File: config.mk
export PLATFORM = sky130hd
export DESIGN_NAME = tm1638_frame_writer
export DESIGN_NICKNAME = d
export VERILOG_FILES = /design/src/rtl/tm1638_frame_writer.sv
export SDC_FILE = /design/constraint.sdc
export NUM_CORES = 1
export LEC_CHECK = 0
export CAP_MARGIN = 20
export CORE_ASPECT_RATIO = 1.4
export CORE_MARGIN = 8
export CORE_UTILIZATION = 55
export DETAILED_ROUTE_END_ITERATION = 12
export PLACE_DENSITY = 0.81
export SETUP_SLACK_MARGIN = 0.2
export SLEW_MARGIN = 40
export SYNTH_ARGS = -nofsm -noshare
export SYNTH_HDL_FRONTEND = slang
export SYNTH_SLANG_ARGS = --single-unit
File: constraint.sdc
create_clock -name clk_50M -period 4.75 [get_ports clk_50M]
set_clock_uncertainty 0.1 [all_clocks]
set_input_delay 1.425 -clock clk_50M [delete_from_list [all_inputs] [get_ports clk_50M]]
set_output_delay 1.425 -clock clk_50M [all_outputs]
set_load 0.03 [all_outputs]
File: src/rtl/tm1638_frame_writer.sv
// ---------------------------------------------------------------------------
// tm1638_frame_writer
//
// Purpose:
//   Writes one complete display frame to a TM1638 LED/key controller over its
//   three-wire serial bus. A frame is three commands, each framed by its own
//   stb-low window:
//     1. 0x40                       data command (write, auto-increment)
//     2. 0xC0, seg0, led0, ... segN-1, ledN-1   address + display RAM
//     3. 0x80 | display_on<<3 | brightness      display control
//   Bytes go out LSB first. Each bit has sclk low for CLK_DIV cycles, then
//   high for CLK_DIV cycles. dio changes only together with a falling sclk.
//
// Configuration macro:
//   TM1638_LED_EN  - when defined, adds the led_data port and sends
//                    {7'b0, led_data[k]} as the odd byte of digit k.
//                    When undefined, every odd byte is 0x00.
//
// Parameters:
//   NUM_DIGITS  digits written per frame (1..8)
//   CLK_DIV     clk_50M cycles per sclk half-period (2..255)
//
// Ports:
//   clk_50M     in   clock, all state on the rising edge
//   RST         in   asynchronous active-high reset
//   start       in   frame request, accepted only while busy is low
//   seg_data    in   segment byte per digit, digit k = [8k+7:8k]
//   brightness  in   pulse-width code 0..7
//   display_on  in   1 = display enabled in the control command
//   led_data    in   (TM1638_LED_EN only) one LED bit per digit
//   busy        out  high from the cycle after acceptance until done
//   done        out  one-cycle pulse at frame completion
//   stb         out  TM1638 strobe (active low)
//   sclk        out  TM1638 serial clock
//   dio         out  TM1638 serial data (write-only)
// ---------------------------------------------------------------------------
module tm1638_frame_writer #(
  parameter int NUM_DIGITS = 8,
  parameter int CLK_DIV    = 25
) (
  input  logic                    clk_50M,
  input  logic                    RST,
  input  logic                    start,
  input  logic [8*NUM_DIGITS-1:0] seg_data,
  input  logic [2:0]              brightness,
  input  logic                    display_on,
`ifdef TM1638_LED_EN
  input  logic [NUM_DIGITS-1:0]   led_data,
`endif
  output logic                    busy,
  output logic                    done,
  output logic                    stb,
  output logic                    sclk,
  output logic                    dio
);

  // The address/data window is the longest command: 0xC0 plus two bytes per
  // digit. One extra count of headroom lets the bit counter hold "next bit".
  localparam int DATA_BYTES = 2 * NUM_DIGITS + 1;
  localparam int DATA_BITS  = 8 * DATA_BYTES;
  localparam int BIT_W      = $clog2(DATA_BITS + 1);
  localparam int BYTE_W     = BIT_W - 3;
  localparam int DIV_W      = $clog2(2 * CLK_DIV);

  localparam logic [DIV_W-1:0] DIV_LAST      = DIV_W'(CLK_DIV - 1);
  localparam logic [DIV_W-1:0] GAP_LAST      = DIV_W'(2 * CLK_DIV - 1);
  localparam logic [BIT_W-1:0] CMD_LAST_BIT  = BIT_W'(7);
  localparam logic [BIT_W-1:0] DATA_LAST_BIT = BIT_W'(DATA_BITS - 1);

  typedef enum logic [2:0] {
    IDLE, CMD_MODE, GAP1, ADDR_DATA, GAP2, CMD_CTRL, FINISH
  } state_t;

  // Within a command: LEAD is the stb-low/sclk-high setup time before the
  // first falling sclk, then each bit alternates LOW and HIGH.
  typedef enum logic [1:0] {PH_LEAD, PH_LOW, PH_HIGH} phase_t;

  state_t                  state_q, state_d;
  phase_t                  phase_q, phase_d;
  logic [DIV_W-1:0]        div_q, div_d;
  logic [BIT_W-1:0]        bit_q, bit_d;
  logic [8*NUM_DIGITS-1:0] seg_q, seg_d;
  logic [2:0]              bright_q, bright_d;
  logic                    on_q, on_d;
  logic                    busy_q, busy_d;
  logic                    done_q, done_d;
  logic                    stb_q, stb_d;
  logic                    sclk_q, sclk_d;
  logic                    dio_q, dio_d;

`ifdef TM1638_LED_EN
  logic [NUM_DIGITS-1:0]   led_q, led_d;
`else
  logic [NUM_DIGITS-1:0]   led_q;
  assign led_q = '0;
`endif

  // -------------------------------------------------------------------------
  // Transmit byte / bit selection. In PH_HIGH the bit being prepared is the
  // one after bit_q, because dio is loaded on the coming falling edge.
  // -------------------------------------------------------------------------
  logic [BIT_W-1:0]        sel_bit;
  logic [BYTE_W-1:0]       sel_byte;
  logic [BYTE_W-1:0]       data_idx;
  logic [8*NUM_DIGITS-1:0] seg_shift;
  logic [NUM_DIGITS-1:0]   led_shift;
  logic [7:0]              tx_byte;
  logic                    tx_bit;
  logic [BIT_W-1:0]        last_bit;

  always_comb begin
    sel_bit   = (phase_q == PH_HIGH) ? bit_q + BIT_W'(1) : bit_q;
    sel_byte  = sel_bit[BIT_W-1:3];
    // data_idx counts bytes after 0xC0: even = segments, odd = LED byte.
    data_idx  = sel_byte - BYTE_W'(1);
    seg_shift = seg_q >> {data_idx[BYTE_W-1:1], 3'b000};
    led_shift = led_q >> data_idx[BYTE_W-1:1];
    case (state_q)
      CMD_MODE:  tx_byte = 8'h40;
      ADDR_DATA: begin
        if (sel_byte == '0)      tx_byte = 8'hC0;
        else if (!data_idx[0])   tx_byte = seg_shift[7:0];
        else                     tx_byte = {7'b0, led_shift[0]};
      end
      CMD_CTRL:  tx_byte = {4'b1000, on_q, bright_q};
      default:   tx_byte = 8'hFF;
    endcase
    tx_bit   = tx_byte[sel_bit[2:0]];
    last_bit = (state_q == ADDR_DATA) ? DATA_LAST_BIT : CMD_LAST_BIT;
  end

  // -------------------------------------------------------------------------
  // Next-state logic
  // -------------------------------------------------------------------------
  always_comb begin
    state_d  = state_q;
    phase_d  = phase_q;
    div_d    = div_q;
    bit_d    = bit_q;
    seg_d    = seg_q;
    bright_d = bright_q;
    on_d     = on_q;
`ifdef TM1638_LED_EN
    led_d    = led_q;
`endif
    busy_d   = busy_q;
    done_d   = 1'b0;
    stb_d    = stb_q;
    sclk_d   = sclk_q;
    dio_d    = dio_q;

    case (state_q)
      IDLE: begin
        if (start) begin
          seg_d    = seg_data;
          bright_d = brightness;
          on_d     = display_on;
`ifdef TM1638_LED_EN
          led_d    = led_data;
`endif
          busy_d   = 1'b1;
          stb_d    = 1'b0;
          sclk_d   = 1'b1;
          dio_d    = 1'b1;
          phase_d  = PH_LEAD;
          div_d    = '0;
          bit_d    = '0;
          state_d  = CMD_MODE;
        end
      end

      CMD_MODE, ADDR_DATA, CMD_CTRL: begin
        if (div_q != DIV_LAST) begin
          div_d = div_q + DIV_W'(1);
        end else begin
          div_d = '0;
          case (phase_q)
            PH_LEAD: begin
              sclk_d  = 1'b0;
              dio_d   = tx_bit;
              phase_d = PH_LOW;
            end
            PH_LOW: begin
              sclk_d  = 1'b1;
              phase_d = PH_HIGH;
            end
            default: begin
              if (bit_q == last_bit) begin
                // The last high phase doubles as the stb hold time.
                stb_d   = 1'b1;
                dio_d   = 1'b1;
                bit_d   = '0;
                phase_d = PH_LEAD;
                case (state_q)
                  CMD_MODE:  state_d = GAP1;
                  ADDR_DATA: state_d = GAP2;
                  default: begin
                    state_d = FINISH;
                    busy_d  = 1'b0;
                    done_d  = 1'b1;
                  end
                endcase
              end else begin
                bit_d   = bit_q + BIT_W'(1);
                sclk_d  = 1'b0;
                dio_d   = tx_bit;
                phase_d = PH_LOW;
              end
            end
          endcase
        end
      end

      GAP1, GAP2: begin
        if (div_q != GAP_LAST) begin
          div_d = div_q + DIV_W'(1);
        end else begin
          div_d   = '0;
          stb_d   = 1'b0;
          phase_d = PH_LEAD;
          state_d = (state_q == GAP1) ? ADDR_DATA : CMD_CTRL;
        end
      end

      // done is high and busy low here; start is ignored for this one cycle.
      FINISH:  state_d = IDLE;
      default: state_d = IDLE;
    endcase
  end

  // -------------------------------------------------------------------------
  // State registers
  // -------------------------------------------------------------------------
  always_ff @(posedge clk_50M or posedge RST) begin
    if (RST) begin
      state_q  <= IDLE;
      phase_q  <= PH_LEAD;
      div_q    <= '0;
      bit_q    <= '0;
      seg_q    <= '0;
      bright_q <= '0;
      on_q     <= 1'b0;
`ifdef TM1638_LED_EN
      led_q    <= '0;
`endif
      busy_q   <= 1'b0;
      done_q   <= 1'b0;
      stb_q    <= 1'b1;
      sclk_q   <= 1'b1;
      dio_q    <= 1'b1;
    end else begin
      state_q  <= state_d;
      phase_q  <= phase_d;
      div_q    <= div_d;
      bit_q    <= bit_d;
      seg_q    <= seg_d;
      bright_q <= bright_d;
      on_q     <= on_d;
`ifdef TM1638_LED_EN
      led_q    <= led_d;
`endif
      busy_q   <= busy_d;
      done_q   <= done_d;
      stb_q    <= stb_d;
      sclk_q   <= sclk_d;
      dio_q    <= dio_d;
    end
  end

  assign busy = busy_q;
  assign done = done_q;
  assign stb  = stb_q;
  assign sclk = sclk_q;
  assign dio  = dio_q;

endmodule

## Word level (Yosys, flattened, before mapping)

Cells that the tools add are included.

| operators by class | value |
|---|---|
| add/sub/neg operators | 3 |
| order comparisons | 1 |
| eq/ne operators | 18 |
| shift-type cells | 2 |
| mux-type cells | 55 |
| reduce and logical (&&, ||, !) cells | 18 |

Operator list:

| cell | count |
|---|---|
| $mux W8 | 8 |
| $shr A64 B7 Y8 | 1 |
| $pmux W8 S3 | 1 |
| $mux W1 | 21 |
| $mux W3 | 6 |
| $mux W6 | 3 |
| $pmux W6 S3 | 1 |
| $pmux W8 S2 | 1 |
| $reduce_and A4 Y1 | 4 |
| $ne A2 B2 Y1 const B | 7 |
| $reduce_and A6 Y1 | 2 |
| $pmux W1 S2 | 5 |
| $pmux W3 S3 | 1 |
| $add A8 B1 Y8 const B | 1 |
| $eq A8 B8 Y1 | 1 |
| $add A6 B1 Y6 const B | 1 |
| $eq A3 B2 Y1 const B | 2 |
| $eq A3 B3 Y1 const B | 2 |
| $mux W2 | 3 |
| $ne A6 B5 Y1 const B | 1 |
| $ne A6 B6 Y1 const B | 1 |
| $pmux W2 S3 | 1 |
| $pmux W3 S2 | 1 |
| $reduce_or A2 Y1 | 3 |
| 18 further kinds | 19 |

| storage, ports and cells | value |
|---|---|
| register bits after elaboration | 92 |
| input port bits | 71 |

## Depth between registers and ports, before layout

| depth | value |
|---|---|
| word-level depth | 13 |
| depth in mapped cells | 15 |

## Worst setup path before layout

OpenSTA, ideal clock, no wires.

| timing path | value |
|---|---|
| kind | reg2reg |
| start | reg bit_q[1] |
| end | reg dio_q (netlist: dio) |
| arrival time | 2.916 ns |
| data required time | 4.559 ns |
| slack | 1.643 ns |
| cell stages (with the launch flop) | 15 |
| clock period less this slack | 3.107 ns |
| cell sequence | dfrtp_1 > ha_1 > buf_2 > nand3_1 > nor2_1 > xnor2_1 > ha_1 > xnor2_2 > xnor2_2 > buf_6 > mux2_4 > a221oi_2 > o211ai_1 > a41oi_1 > a211oi_2 |

| on the way | value |
|---|---|
| cells in the longest elaborated chain, start to end | 13 |

Ends and longest elaborated chain:

| element | line | source |
|---|---|---|
| from (decl) | 81 | `logic [BIT_W-1:0] bit_q, bit_d;` |
| from (signal assigned) | 255 | `bit_q <= bit_d;` |
| $add A8 B1 Y8 | 112 | `sel_bit = (phase_q == PH_HIGH) ? bit_q + BIT_W'(1) : bit_q;` |
| $mux W8 | 112 |  |
| $sub A5 B1 Y5 | 115 | `data_idx = sel_byte - BYTE_W'(1);` |
| $shr A64 B7 Y8 or $shr A1 B4 Y1 (tied branches) | 116, 117 |  |
| $mux W8 | 122 | `else if (!data_idx[0]) tx_byte = seg_shift[7:0];` |
| $mux W8 | 121 | `if (sel_byte == '0) tx_byte = 8'hC0;` |
| $pmux W8 S3 | 118 | `case (state_q)` |
| $bmux W1 S3 | 128 | `tx_bit = tx_byte[sel_bit[2:0]];` |
| $mux W1 (not written as such) | 128 |  |
| $mux W1 | 188 | `if (bit_q == last_bit) begin` |
| $pmux W1 S2 * | 177 | `case (phase_q)` |
| $mux W1 * | 173 | `if (div_q != DIV_LAST) begin` |
| $pmux W1 S2 * | 152 | `case (state_q)` |
| to (signal assigned) | 266 | `dio_q <= dio_d;` |
| to (decl) | 89 | `logic dio_q, dio_d;` |

Every way passes the cells marked *; elsewhere a longest branch is shown, timed or not. The select of a mux whose other input is x is not followed.
A chain may end at the register's enable or synchronous reset.

## Worst setup path in the final report

| timing path | value |
|---|---|
| start | reg bit_q[0] |
| end | reg dio_q (netlist: dio) |

The elaborated chain is that of the path after synthesis.

==> reports/metrics.cfg <==
[run_status]
status=finished clean

[worst_hold_path]
hp-start=seg_q[55]$_DFFE_PP0P_
hold_class=flip-flop to flip-flop

[floorplan]
ios=76
rows=42
dieArea_sq_um=12770
die_x_microns=97.81
core_area_sq_um=9301
die_height_microns=130.5
start_util_pct=55.41

[clock_network]
clock_latency_ns=0.34
clockBufferDepth=2
cts_buffers=9
cts-resized-gates=0
clock-sinks=92
hold_buffers=0
cts.reportedPaths.clkPinSlew_ns=0.07
cts_setup_buffers=0
clock-root-buffer=clkbuf_16
cts_tree=yes
htree_levels=3

[timing]
max_freq_mhz=245.0
worst_pin_slew_ns=0.7417
min_period_ns=4.081
setup_violations=0
maxSlewViolCount=0
fin_ws_ns=0.6687
max-slew-margin-rel_pct=50.20
fin_setup_tns_ns=0
hold_viol_final=0
timing.final.crit_share_pct=85.92
rsz0062_at_grt=no

[pwr]
p_total_uw=1794
ir_drop_uv=221.8
leakagePower_uw=0.002621
powerDensity_nw_per_um2=287.5

[synth]
syn_area_sq_um=5154
yosys.cell_count.top_type=dfrtp_1
yosys_warnings=0
synth-seq-area-share_pct=44.74
synth_flop_cell=dfrtp_1
synth_top_area_share_pct=43.21
netlist_top_cells_count=dfrtp_1, mux2_2, nand2_1
yosysUniqueCellTypes=68
syn_inst=459
synth_seq_cells=92
syn_avg_cell_area_sq_um=11.23
ys_async_sr_fraction_pct=100.0
synth_area_leaders=dfrtp_1, mux2_2, mux4_2
yosysTopAreaCell=dfrtp_1
synth_nets=535
synth-edff-count=0

[layout]
diodes=0
fill_cells=696
instances_no_fill=639
nets=600
final-seq-area_sq_um=2306
multi_input_area_sq_um=2649
synthToLayoutAreaGrowth_pct=21.07
drive_gt1_share_pct=23.63

[critical_path]
worst-setup-path-type=flip-flop to flip-flop
crit_required_ns=4.91
setup.worst_path.start=bit_q[0]$_DFFE_PP0P_
cp_cell_sequence=ha_1 -> nand3_1 -> nor2_1 -> xnor2_1 -> ha_1 -> xnor2_2 -> xnor2_2 -> buf_4 -> mux2_4 -> a221oi_2 -> o211ai_1 -> a41oi_1 -> a211oi_2
cp.arrival_ns=4.24
slowest_delay_ns=0.56
crit_slowest_cell=dfrtp_1
cp-start-kind=flip-flop
reg2reg_from=bit_q[0]$_DFFE_PP0P_
cp_max_fo=13
endpoint_kind=flip-flop

[global_route]
first_global_vias=4151
grt_use_total_pct=20.38
grt_pass1_wl_mm=20.40
antenna_found_initial=0
overflow=0
grt_max_degree=47

[drt]
routedWlPerCell_microns=19.70
viasPerCell=5.989
wl_met2_mm=6.915
num_vias=3827
wl_met1_mm=4.843
wl_met3_microns=475
route.detailed.drc=0
drt_first_iter_violations=283
top_layer=met4
ant_nets=0
first_pass_iters=4
wl_mm=12.59

[job]
maxCapViolations=0

[place]
gp_congestion=0.8954
io_buffers=75
pre_cts_ws_ns=0.7511
dpl.hpwl_mm=9.095
place_inst=623

## kinds of logic after synthesis
group	count (synthesis)	synth area share [%]
AOI/OAI and AO/OA	84	11.07
adders and majority gates	5	1.214
and+or+nand+nor	127	13.43
buffers and inverters	42	3.860
DFF	92	44.74
xor gates and xnor gates	14	2.816
muxes	95	22.87
## metal layers
metal	vias up	track usage [%]
li1	1802	-
met1	1885	21.64
met2	113	37.40
met3	27	3.128
met4	0	12.80
met5	-	0
## worst max-delay path, delay by kind of cell, from the launching register on
| family | cells | cell delay [ns] |
|---|---|---|
| XOR/XNOR | 3 | 0.81 |
| buffers and inverters | 1 | 0.28 |
| AND/OR/NAND/NOR | 2 | 0.30 |
| adder cells (fa/ha/maj) | 2 | 0.94 |
| AO/OA/AOI/OAI | 4 | 0.70 |
| flip-flops | 1 | 0.56 |
| multiplexers | 1 | 0.31 |
## report_power, final
part | switching [uW] | internal, uW
registers | 36.3 | 820
logic | 113 | 143
clock network | 310 | 371
## per-stage QoR
step,hold slack (ns),utilization (%),cell area [sq um]
floorplan,0.3720,-,5154
global placement,0.3856,64.08,5961
detailed placement,0.3922,64.08,5961
CTS,0.4066,67.08,6240
global route,0.4215,67.08,6240
finish,0.4063,67.08,6240
## state kept, by name, summed over array words and instances (netlist names)
signal and count:
seg_q 64, bit_q 8, div_q 6, bright_q 3
state_q 3, phase_q 2, busy 1, dio 1
done 1, on_q 1, sclk 1, stb 1
## cell usage in the layout (no fill, tap or decap), types with 4 or more instances in the layout
cell             count
clkbuf_16            9
nand3_1             12
xnor2_1              8
clkdlybuf4s50_1     75
nor2_1              23
o31ai_1              7
mux4_2               9
mux2_2              71
inv_1               10
a31oi_1              4
nand2b_1            10
a211oi_1             4
dfrtp_1             89
ha_1                 5
buf_4               10
mux2i_1             12
nor3_1               8
nand2_1             41
o21ai_0             29
nor2b_1              4
a21oi_1             12
## cell type report
class	instances	area share [%]
Inverter	11	0.6818
Clock inverter	5	0.5815
Timing Repair Buffer	85	13.23
Clock buffer	11	3.890
Multi-Input combinational cell	325	42.45
Tap cell	110	2.206
Sequential cell	92	36.96
## worst paths after layout
kind | cells after the start | endpoint | slack [ns]
max | 13 | dio$_DFFE_PP1P_ | 0.67
min | 1 | seg_q[55]$_DFFE_PP0P_ | 0.41
max reg2reg | 13 | dio$_DFFE_PP1P_ | 0.67
min reg2reg | 1 | seg_q[55]$_DFFE_PP0P_ | 0.41
max in group asynchronous | 3 | sclk$_DFFE_PP1P_ | 2.45
min in group asynchronous | 2 | seg_q[45]$_DFFE_PP0P_ | 1.30
Note: power is estimated with default switching activity, not from simulation.
==> RTL change (config.mk and constraints unchanged) <==
Add a define of `TM1638_LED_EN`.
--- a/src/rtl/tm1638_frame_writer.sv
+++ b/src/rtl/tm1638_frame_writer.sv
@@ -35,4 +35,6 @@
 //   dio         out  TM1638 serial data (write-only)
 // ---------------------------------------------------------------------------
+`define TM1638_LED_EN
+
 module tm1638_frame_writer #(
   parameter int NUM_DIGITS = 8,
Ports: changed (added led_data); port bits go from 76 to 84. The function was not compared with the original's and may differ.
==> RTL change against the unedited design <==
- final area up 6.7%
- area after synthesis up 4.9%
- core utilization up 1.3 points
- sequential cell count up 8
- critical endpoint unchanged
- setup slack worse by 260 ps
- critical path depth unchanged
- wire length up 1.4%
Power is not compared: it rests on default switching activity, and its combinational part moved more than twofold at a synthesized area within 25%.
==> RTL change: results (changes against the unedited design) <==
INFO  metric cts.clk_slew.worst_paths = 70 ps (about the same)
INFO  metric fillers = 718 (+3.2%)
INFO  metric ratio_of_cells_with_drive_above_1_in_the_final_layout = 0.236 (-0.000567)
INFO  metric setup_slack = 409 ps (-260 ps)
INFO  metric port_buffers = 83 (+11%)
INFO  metric final.hold.worst_slack = 405 ps (-1.02 ps)
INFO  metric ys_types = 66 (-2.9%)
INFO  metric synth_compound_area_frac = 0.110 (-0.000572)
INFO  metric buf_share = 0.140 (+0.00783)
INFO  metric detail_route.iter0.violations = 249 (-12%)
INFO  metric layout_top_registers = seg_q: 64 flops, bit_q: 8 flops, led_q: 8 flops
INFO  metric vias_in_the_first_global_route = 4323 (+4.1%)
INFO  metric status = complete, no violations
INFO  metric seq_area_frac_synth = 0.463 (+0.0160)
INFO  metric post_synth_most_frequent_cells = sky130_fd_sc_hd__dfrtp_1, sky130_fd_sc_hd__mux2_2, sky130_fd_sc_hd__nand2_1
INFO  metric mapped_avg_cell_area = 11.7 µm² (+4.5%)
INFO  metric drt_first_pass_iters = 6 (+2)
INFO  metric synthesis.nets = 545 (+1.9%)
INFO  metric holdCritStartpoint = seg_q[36]$_DFFE_PP0P_
INFO  metric dp.cells = 656 (+5.3%)
INFO  metric timing.max_slew.rel_slack = 0.422 (-0.0799)
INFO  metric groute.usage.overall = 0.199 (-0.00506)
INFO  metric detailedPlace.worstSlack = 457 ps (-294 ps)
INFO  metric gp_congestion = 0.927 (+3.5%)
INFO  metric regArea = 2510 µm² (+8.7%)
INFO  metric layout.clock.cell_area_share = 0.0417 (-0.00300)
INFO  metric yosys-mux-area-fraction = 0.245 (+0.0168)
INFO  metric multi_input_gate_area = 2720 µm² (+2.8%)
INFO  metric crit_path_max_incr_delay = 640 ps (+80 ps)
INFO  metric postRouteWirelength = 12.8 mm (+1.4%)
INFO  metric synth.area.top_cells = sky130_fd_sc_hd__dfrtp_1, sky130_fd_sc_hd__mux2_2, sky130_fd_sc_hd__mux4_2
INFO  metric worst_ep_arrival_time = 4500 ps (+260 ps)
INFO  metric grt.met1_usage = 0.239 (+0.0221)
INFO  metric detailedPlacementHpwl = 9.24 mm (+1.6%)
## RTL change: cells by family (layout without fill, tap and decap cells)
family,after synthesis,after routing
buffers and inverters,41,123
AOI/OAI and AO/OA,81,81
muxes,103,103
xor gates and xnor gates,12,12
adders and majority gates,5,5
and+or+nand+nor,119,119
DFF,100,100
## RTL change: worst reg2reg max path: cells and delay by family, from the launching register on
| kind | cells | cell delay, ps |
|---|---|---|
| multiplexers | 2 | 930 |
| XOR/XNOR | 3 | 880 |
| adder cells (fa/ha/maj) | 2 | 840 |
| AO/OA/AOI/OAI | 4 | 640 |
| flip-flops | 1 | 520 |
| AND/OR/NAND/NOR | 2 | 360 |
## RTL change: stage by stage
stage	cell area, µm²	utilization	power [µW]
floorplan	5410	-	1450
global placement	6330	0.650	1610
detailed placement	6330	0.650	1640
CTS	6610	0.679	2340
global route	6660	0.684	2440
finish	6660	0.684	2320
## RTL change: metal layers
layer,part of all wire,up-vias
met5,0,-
met2,0.53,140
met4,0.029,0
met3,0.042,35
li1,-,1859
met1,0.40,2019
